<file path="config.mk">
export PLATFORM = sky130hd
export DESIGN_NAME = cec_frame_sequencer
export DESIGN_NICKNAME = d
export VERILOG_FILES = /design/src/rtl/cec_frame_sequencer.sv
export SDC_FILE = /design/constraint.sdc
export NUM_CORES = 1
export LEC_CHECK = 0
export ABC_AREA = 1
export BUFFER_PORTS_ARGS = -buffer_cell sky130_fd_sc_hd__buf_2
export CAP_MARGIN = 20
export CELL_PAD_IN_SITES_DETAIL_PLACEMENT = 0
export CELL_PAD_IN_SITES_GLOBAL_PLACEMENT = 1
export CORE_MARGIN = 2
export CORE_UTILIZATION = 52
export DETAILED_ROUTE_END_ITERATION = 8
export HOLD_SLACK_MARGIN = 0.02
export PLACE_DENSITY_LB_ADDON = 0.1
export SYNTH_ARGS = -nofsm -noshare
export SYNTH_HDL_FRONTEND = slang
export SYNTH_SLANG_ARGS = --single-unit
</file>
<file path="constraint.sdc">
create_clock -name clk -period 8.15 [get_ports clk]
set_input_delay 1.63 -clock clk [delete_from_list [all_inputs] [get_ports clk]]
set_output_delay 1.63 -clock clk [all_outputs]
set_load 0.05 [all_outputs]
</file>
<file path="src/rtl/cec_frame_sequencer.sv">
`default_nettype none
// +----------------------------------------------------------------------------+
// | Module      : cec_frame_sequencer                                          |
// | Description : Frame-level sequencer for an HDMI-CEC initiator. Holds a     |
// |               16-byte frame buffer, waits for the required signal-free     |
// |               time on the CEC line, feeds bytes one at a time to a byte    |
// |               transmitter and retries the whole frame on a NAK.            |
// | Option      : CEC_RETRY_EN - when defined, a NAKed frame is retried up to  |
// |               MAX_RETRIES times after a 3-bit-period free time; when not   |
// |               defined, any NAK abandons the frame at once.                 |
// | Ports       : clk, rst (async, active-high)                                |
// |               wr_en/wr_addr/wr_data  - frame buffer write port             |
// |               frame_len, send        - frame length and transmit request   |
// |               cec_in                 - synchronised line level (1=free)    |
// |               tx_start/tx_data/tx_eom/tx_broadcast - byte launch to PHY    |
// |               tx_done/tx_acked       - byte completion from PHY            |
// |               busy, frame_ok, frame_fail, retry_count - status             |
// | Revision    : 1.0 - initial release                                        |
// +----------------------------------------------------------------------------+
module cec_frame_sequencer #(
    parameter int BIT_PERIOD_CYCLES = 64_800,
    parameter int MAX_RETRIES       = 5
) (
    input  logic       clk,
    input  logic       rst,
    input  logic       wr_en,
    input  logic [3:0] wr_addr,
    input  logic [7:0] wr_data,
    input  logic [4:0] frame_len,
    input  logic       send,
    input  logic       cec_in,
    output logic       tx_start,
    output logic [7:0] tx_data,
    output logic       tx_eom,
    output logic       tx_broadcast,
    input  logic       tx_done,
    input  logic       tx_acked,
    output logic       busy,
    output logic       frame_ok,
    output logic       frame_fail,
    output logic [2:0] retry_count
);

    // Signal-free times: 7 bit periods before a new frame, 3 before a retry.
    localparam logic [19:0] c_FREE_NEW    = 20'(7 * BIT_PERIOD_CYCLES);
    localparam logic [19:0] c_FREE_RETRY  = 20'(3 * BIT_PERIOD_CYCLES);
    localparam logic [2:0]  c_MAX_RETRIES = 3'(MAX_RETRIES);

`ifdef CEC_RETRY_EN
    localparam logic c_RETRY_EN = 1'b1;
`else
    localparam logic c_RETRY_EN = 1'b0;
`endif

    typedef enum logic [2:0] {
        S_IDLE      = 3'd0,
        S_WAIT_FREE = 3'd1,
        S_LAUNCH    = 3'd2,
        S_WAIT_BYTE = 3'd3,
        S_NEXT      = 3'd4,
        S_DONE      = 3'd5,
        S_FAIL      = 3'd6
    } state_t;

    state_t      r_state;
    logic [7:0]  r_buf [16];
    logic [4:0]  r_len;
    logic [3:0]  r_idx;
    logic [19:0] r_cnt;
    logic [19:0] r_target;

    logic        w_len_valid;
    logic        w_last;
    logic        w_free_reached;
    logic        w_launch;
    logic [3:0]  w_launch_idx;
    logic        w_launch_eom;
    logic        w_bcast;

    // Buffer has no reset and accepts writes in every state.
    always_ff @(posedge clk) begin
        if (wr_en) begin
            r_buf[wr_addr] <= wr_data;
        end
    end

    assign w_len_valid    = (frame_len != 5'd0) && (frame_len <= 5'd16);
    assign w_last         = ({1'b0, r_idx} == (r_len - 5'd1));
    assign w_free_reached = cec_in && ((r_cnt + 20'd1) >= r_target);

    // A byte is launched either after the free time (byte 0) or straight
    // from NEXT for the following byte; tx_* are registered on that edge so
    // tx_start is high for exactly the one cycle spent in LAUNCH.
    assign w_launch     = ((r_state == S_WAIT_FREE) && w_free_reached) ||
                          ((r_state == S_NEXT) && !w_last);
    assign w_launch_idx = (r_state == S_NEXT) ? (r_idx + 4'd1) : 4'd0;
    assign w_launch_eom = ({1'b0, w_launch_idx} == (r_len - 5'd1));
    assign w_bcast      = (r_buf[0][3:0] == 4'hF);

    always_ff @(posedge clk or posedge rst) begin
        if (rst) begin
            r_state      <= S_IDLE;
            r_len        <= 5'd0;
            r_idx        <= 4'd0;
            r_cnt        <= 20'd0;
            r_target     <= 20'd0;
            busy         <= 1'b0;
            tx_start     <= 1'b0;
            tx_data      <= 8'd0;
            tx_eom       <= 1'b0;
            tx_broadcast <= 1'b0;
            frame_ok     <= 1'b0;
            frame_fail   <= 1'b0;
            retry_count  <= 3'd0;
        end else begin
            tx_start   <= 1'b0;
            frame_ok   <= 1'b0;
            frame_fail <= 1'b0;

            if (w_launch) begin
                r_idx        <= w_launch_idx;
                tx_data      <= r_buf[w_launch_idx];
                tx_eom       <= w_launch_eom;
                tx_broadcast <= w_bcast;
                tx_start     <= 1'b1;
            end

            case (r_state)
                S_IDLE: begin
                    if (send) begin
                        if (w_len_valid) begin
                            r_len       <= frame_len;
                            retry_count <= 3'd0;
                            r_target    <= c_FREE_NEW;
                            r_cnt       <= 20'd0;
                            busy        <= 1'b1;
                            r_state     <= S_WAIT_FREE;
                        end else begin
                            frame_fail <= 1'b1;
                            r_state    <= S_FAIL;
                        end
                    end
                end
                S_WAIT_FREE: begin
                    // Any low sample restarts the free-time measurement.
                    if (!cec_in) begin
                        r_cnt <= 20'd0;
                    end else if (w_free_reached) begin
                        r_state <= S_LAUNCH;
                    end else begin
                        r_cnt <= r_cnt + 20'd1;
                    end
                end
                S_LAUNCH: begin
                    r_state <= S_WAIT_BYTE;
                end
                S_WAIT_BYTE: begin
                    if (tx_done) begin
                        if (tx_acked) begin
                            r_state <= S_NEXT;
                        end else if (c_RETRY_EN && (retry_count < c_MAX_RETRIES)) begin
                            retry_count <= retry_count + 3'd1;
                            r_target    <= c_FREE_RETRY;
                            r_cnt       <= 20'd0;
                            r_state     <= S_WAIT_FREE;
                        end else begin
                            frame_fail <= 1'b1;
                            r_state    <= S_FAIL;
                        end
                    end
                end
                S_NEXT: begin
                    if (w_last) begin
                        frame_ok <= 1'b1;
                        r_state  <= S_DONE;
                    end else begin
                        r_state <= S_LAUNCH;
                    end
                end
                S_DONE, S_FAIL: begin
                    busy    <= 1'b0;
                    r_state <= S_IDLE;
                end
                default: begin
                    r_state <= S_IDLE;
                end
            endcase
        end
    end

endmodule
`default_nettype wire

</file>
# Word level (Yosys, flattened, before mapping)
# Memories as Yosys holds them, arrays and structs flattened. A register that Yosys moved wholly into a read port is not among the register bits.
# Index checks and enable logic that the tools add are counted.
# Widths: inputs -> output; s select.
[totals] regBits=39 ramBits=128 in_bits=24 output_inout_bits=17 wordCells=74 memories=1
[memory_table] name="r_buf" depth=16 word_bits=8 read_ports=2 rd_ports_with_merged_regs=1 write_ports=1 line="66" text="logic [7:0] r_buf [16];"
[classes] n_addsub=3 n_lt_le_gt_ge=2 eq_ne=15 mux=27 n_reduce_logical=15
[ops] operator="$mux 20" count=4
[ops] operator="$pmux 20 s2" count=1
[ops] operator="$add 20x1->20 const B" count=1
[ops] operator="$ge 20x19->1" count=1
[ops] operator="$mux 3" count=6
[ops] operator="$pmux 3 s5" count=1
[ops] operator="$mux 1" count=11
[ops] operator="$eq 4x5->1" count=2
[ops] operator="$ne 2x2->1 const B" count=5
[ops] operator="$eq 3x3->1 const B" count=3
[ops] operator="$reduce_and 4->1" count=2
[ops] operator="$eq 3x2->1 const B" count=2
[ops] operator="$reduce_and 3->1" count=2
[ops] operator="$le 5x5->1 const B" count=1
[ops] operator="$reduce_bool 5->1" count=1
[ops] operator="$sub 5x1->5 const B" count=1
[ops] operator="$add 4x1->4 const B" count=1
[ops] operator="$eq 4x4->1 const B" count=1
[ops] operator="$logic_and 1x1->1" count=4
[ops] operator="$mux 4" count=1
[ops] operator="$pmux 1 s2" count=2
[ops] operator="$reduce_bool 2->1" count=2
[ops] operator="$eq 3x1->1 const B" count=1
[ops] operator="$logic_not 3->1" count=1
[ops] operator="5 further kinds" count=5

# Longest topological paths before layout
[logic_depth] ltp_word=6 mapped_depth=23 ltp_nobuf=22

# Least setup slack after synthesis
# Ideal clock, no wire load.
[synth_path] path_kind="register to register" start="register r_cnt[0]" end="register tx_data[0] (read register of r_buf)" setup_ps=119 arrival_ps=2771 required_time_ps=8031 setup_slack_ps=5260 stages_incl_launch_ff=21 path_buffers=1 period_less_slack_ps=2890 path_cell_list="dfrtp_1 -> ha_1 -> nand2_2 -> nor2_4 -> nand3_1 -> or3b_2 -> xor2_1 -> inv_1 -> ha_1 -> nand2_1 -> nor2_1 -> nand4_1 -> nor2_1 -> nand2_1 -> nand2_1 -> nand2_1 -> nand2_2 -> inv_2 -> buf_6 -> nand2_1 -> nand2_1"
[synth_between] elab_chain_len=5
[synth_lines] element="start, declared" line="69" text="logic [19:0] r_cnt;"
[synth_lines] element="start signal, assigned" line="151" text="r_cnt <= r_cnt + 20'd1;"
[synth_lines] element="$add 20x1->20" line="89" text="assign w_free_reached = cec_in && ((r_cnt + 20'd1) >= r_target);"
[synth_lines] element="$ge 20x19->1" line="89"
[synth_lines] element="$logic_and 1x1->1" line="89"
[synth_lines] element="$logic_and 1x1->1" line="94" text="assign w_launch = ((r_state == S_WAIT_FREE) && w_free_reached) ||"
[synth_lines] element="$logic_or 1x1->1" line="94"
[synth_lines] element="end, declared" line="33" text="output logic [7:0] tx_data,"
# No other way between the ends.
# A chain may end at the register's enable or synchronous reset.

# Final worst setup path
[layout_path] start="register r_cnt[0]" end="register r_cnt[15]"
[layout_between] elab_chain_len=5 elab_cells_between_ends=8 cone_classes="1 x add/sub; 1 x order compare; 1 x eq/ne; 3 x mux; 2 x reduce/logical"
[layout_lines] element="$add 20x1->20 (*)" line="89, 151"
[layout_lines] element="$ge 20x19->1" line="89"
[layout_lines] element="$logic_and 1x1->1" line="89"
[layout_lines] element="$ne 3x3->1 (no line)"
[layout_lines] element="$reduce_and 4->1 (no line)"
# Every way passes the cells marked *; elsewhere a longest branch is shown, timed or not. The select of a mux whose other input is x is not followed.

==> impl_results.md <==
* Final Setup Violations at 0
* Hold crit path type: register to register
* Yosys cell types at 38
* Reg2Reg Setup Slack at 4460 ps
* Worst r2r dst: r_cnt[15]
* Skew final at 10.8 ps
* Floorplan core area at 15,300 µm²
* RSZ-0062 raised after global routing: no
* Cells after Synth at 793
* Min-delay src: tx_data[3]
* Sequential share of power at 45.2%
* FMAX at 271 MHz
* Relative slew slack at 32.6%
* Max incr delay on CP at 460 ps
* Post-CTS Repair Setup Buffers at 0
* CP max stage cell: or3b_2
* Met2 wire len at 8770 µm
* Post-synth top flop: edfxtp_1
* Worst-margin pin slew at 1010 ps
* CP cell instances: ha_1 -> nand2_2 -> nor2_4 -> nand3_1 -> or3b_2 -> xor2_1 -> inv_1 -> ha_1 -> nand2_1 -> nor2_1 -> nand4_1 -> nor2_1 -> nand2_1 -> nand2_1 -> nand2_1 -> nand2_2 -> nand2_2 -> nand2_1 -> nand2_1
* Critical Path RT at 8460 ps
* Placed cell area at 8530 µm²
* Number of remaining DRC errors at 0
* WHS at 469 ps
* Die extent in x at 129 µm
* Clock Power Share at 32.9%
* Die ar. at 16,700 µm²
* Final Cell Area at 9140 µm²
* Share of the synthesized area in the top cell type at 47.0%
* VDD IR-drop max at 174 µV
* Seq/Total Area, Yosys at 61.4%
* CTS Sinks at 175
* WL met1 at 7850 µm
* Largest net degree at the start of global routing at 69
* Gpl congestion at 0.867
* DP HPWL at 11,600 µm
* Hold_buf cts at 0
* IO Pins at 41
* Layout Cells excl Fill at 1,054
* Root Driver: clkbuf_16
* Avg Synthesized Cell Area at 10.3 µm²
* Drt pass-1 iters at 5
* CP Capture Type: register
* Fillers at 1,263
* Longest Clk Path Bufs at 2
* Total global routing track utilization at 22.8%
* Hold Violations, Final at 0
* Synth-to-layout area growth at 11.8%
* Most used cell, CP: nand2_1
* LEAKAGE at 3.75 nW
* Outcome: finished, final reports clean
* Max cap viols at 0
* Number of flops mapped to enable cells by yosys at 128
* Routed vias at 5,748
* Dpl cells at 1,017
* Crit path launch type: register
* Num CTS Buffers at 17
* Fin crit share at 45.3%
* Met3 routed WL at 823 µm
* Clk_lat worst skew at 430 ps
* FF-to-FF path depth at 19
* Reg2reg start: r_cnt[0]
* Final setup TNS at 0 ps
* Nets at 868
* PD cells at 257 nW/µm²
* Detailed router's first-iteration violation count at 393
* Largest cells by area after synthesis: edfxtp_1, dfrtp_1, nand2_1, nand3_1, o21ai_0
* Combinational Power Share at 21.9%
* Hold Crit Depth at 2
* IO Port Bufs at 37
* Initial antenna violation count at 0
* CTS tree: done
* Initial core utilization at 53.6%
* Chip height at 129 µm
* GR Overflow Total at 0
* H-Tree Depth at 4
* Synth Cell Area at 8180 µm²
* Fin. max-slew vios at 0
* Arrival time at the worst endpoint at 4000 ps
* Yosys top cell by area: edfxtp_1
* Final WL at 17,800 µm
* Global-route wire length before repair at 28,800 µm
* Switching share of power at 33.2%
* Share of cells above drive strength 1 at 13.4%
* Net Switching at 0.000781 W
* Top Metal Used: met4
* Hold EP: tx_data[3]
* Row count at 45
* Crit Path Class: register to register
* Final ANT Viol Nets at 0
* Mean number of vias per cell at 5.45
* Crit-path max FO at 23
* Clock transition at path regs at 70 ps
* Ys Warns at 0
* Post-CTS resize count at 0
* P_int at 0.00157 W
* Synth Register Bits at 175
* Asr flop ratio synth at 26.9%
* Antenna Cells at 0
* Number of global-route vias before repair at 5,657
* Drt wl/cell at 16.9 µm
* Tmin final at 3690 ps
-- registers in the layout (all words and copies together) (netlist names), 3 cells and up --
register and cells:
r_buf 128, r_cnt 20, r_idx 4, r_len 5, r_state 3, tx_data 8
-- layout by cell type (no fill, tap or decap), types with 2 or more instances in the layout --
cell type,netlist,layout
a21oi_1,5,5
and3_1,2,2
buf_2,7,41
buf_4,5,9
clkbuf_16,0,17
clkinv_1,2,4
clkinv_4,0,4
clkinv_8,0,3
conb_1,1,3
dfrtp_1,47,47
edfxtp_1,128,128
ha_1,14,14
inv_1,63,62
inv_2,1,2
inv_6,0,2
inv_8,0,3
nand2_1,152,152
nand2_2,5,5
nand3_1,73,73
nand4_1,13,13
nor2_1,68,68
nor2_2,5,4
nor2_4,1,2
nor3_1,14,14
o211ai_1,35,35
o21ai_0,55,55
o21ai_1,2,2
o21bai_1,29,29
or2_2,16,16
xnor2_1,3,3
xor2_1,15,15
-- worst max-delay path by stage --
stage / start / endpoint / cells after the start
final: r_cnt[0] / r_cnt[15] / 19
after CTS: r_cnt[0] / r_cnt[7] / 19
after global routing: r_cnt[0] / r_cnt[18] / 19
after floorplan: r_cnt[0] / tx_data[0] / 20
after global placement: r_cnt[0] / r_cnt[14] / 19
after detailed placement: r_cnt[0] / r_cnt[14] / 19
-- cell usage after synthesis, drive strengths merged (3+ instances only) --
| master | number |
|---|---|
| nand2 | 157 |
| edfxtp | 128 |
| nor2 | 74 |
| nand3 | 73 |
| inv | 64 |
| o21ai | 58 |
| dfrtp | 47 |
| o211ai | 35 |
| o21bai | 29 |
| clkbuf | 19 |
| buf | 16 |
| or2 | 16 |
| xor2 | 15 |
| ha | 14 |
| nor3 | 14 |
| nand4 | 13 |
| a21oi | 5 |
| xnor2 | 3 |
-- stage by stage --
stage | power [W] | setup WS [ps] | utilization, %
4_1_cts | 0.00236 | 4470 | 59.7
3_5_place_dp | 0.00159 | 4500 | 55.9
2_1_floorplan | 0.00148 | 5260 | -
5_1_grt | 0.00246 | 4120 | 59.9
6_report | 0.00235 | 4460 | 59.9
3_3_place_gp | 0.00158 | 4620 | 55.9
-- metal layers --
metal / track usage, % / vias up
li1: - / 2822
met1: 29.6 / 2754
met2: 38.4 / 148
met3: 5.16 / 24
met4: 7.40 / 0
met5: 0 / -
-- cells by family (layout without fill, tap and decap cells) --
family / count (synthesis) / after routing / share of synthesized area [%]
AOI/OAI and AO/OA: 132 / 132 / 10.2
xor gates and xnor gates: 18 / 18 / 1.93
adders and majority gates: 14 / 14 / 2.14
other: 1 / 3 / 0.0458
DFF: 175 / 175 / 61.4
and+or+nand+nor: 351 / 351 / 18.9
buffers and inverters: 101 / 149 / 5.25
muxes: 1 / 1 / 0.138
-- critical path, delay by kind of cell, from the launching register on --
kind,cells,cell delay (ps)
buffers and inverters,1,70
adders and majority gates,2,550
xor gates and xnor gates,1,210
and+or+nand+nor,15,2330
DFF,1,420
-- power by group through the flow --
| stage | sequential (W) | clock [W] | combinational, W |
|---|---|---|---|
| after floorplan | 0.00116 | 0 | 0.000321 |
| after global placement | 0.00108 | 0 | 0.000500 |
| after detailed placement | 0.00108 | 0 | 0.000509 |
| after CTS | 0.00106 | 0.000784 | 0.000514 |
| after global routing | 0.00107 | 0.000821 | 0.000570 |
| final | 0.00106 | 0.000773 | 0.000514 |
-- layout make-up --
| class | count | area [µm²] | area share [%] |
|---|---|---|---|
| Clock buffer | 17 | 425 | 4.65 |
| Tap cell | 211 | 264 | 2.89 |
| Sequential cell | 175 | 5020 | 54.9 |
| Clock inverter | 15 | 150 | 1.64 |
| Multi-Input combinational cell | 519 | 2740 | 30.0 |
| Timing Repair Buffer | 51 | 293 | 3.20 |
| Inverter | 66 | 248 | 2.71 |
No activity file was read; power rests on OpenSTA's default activity.
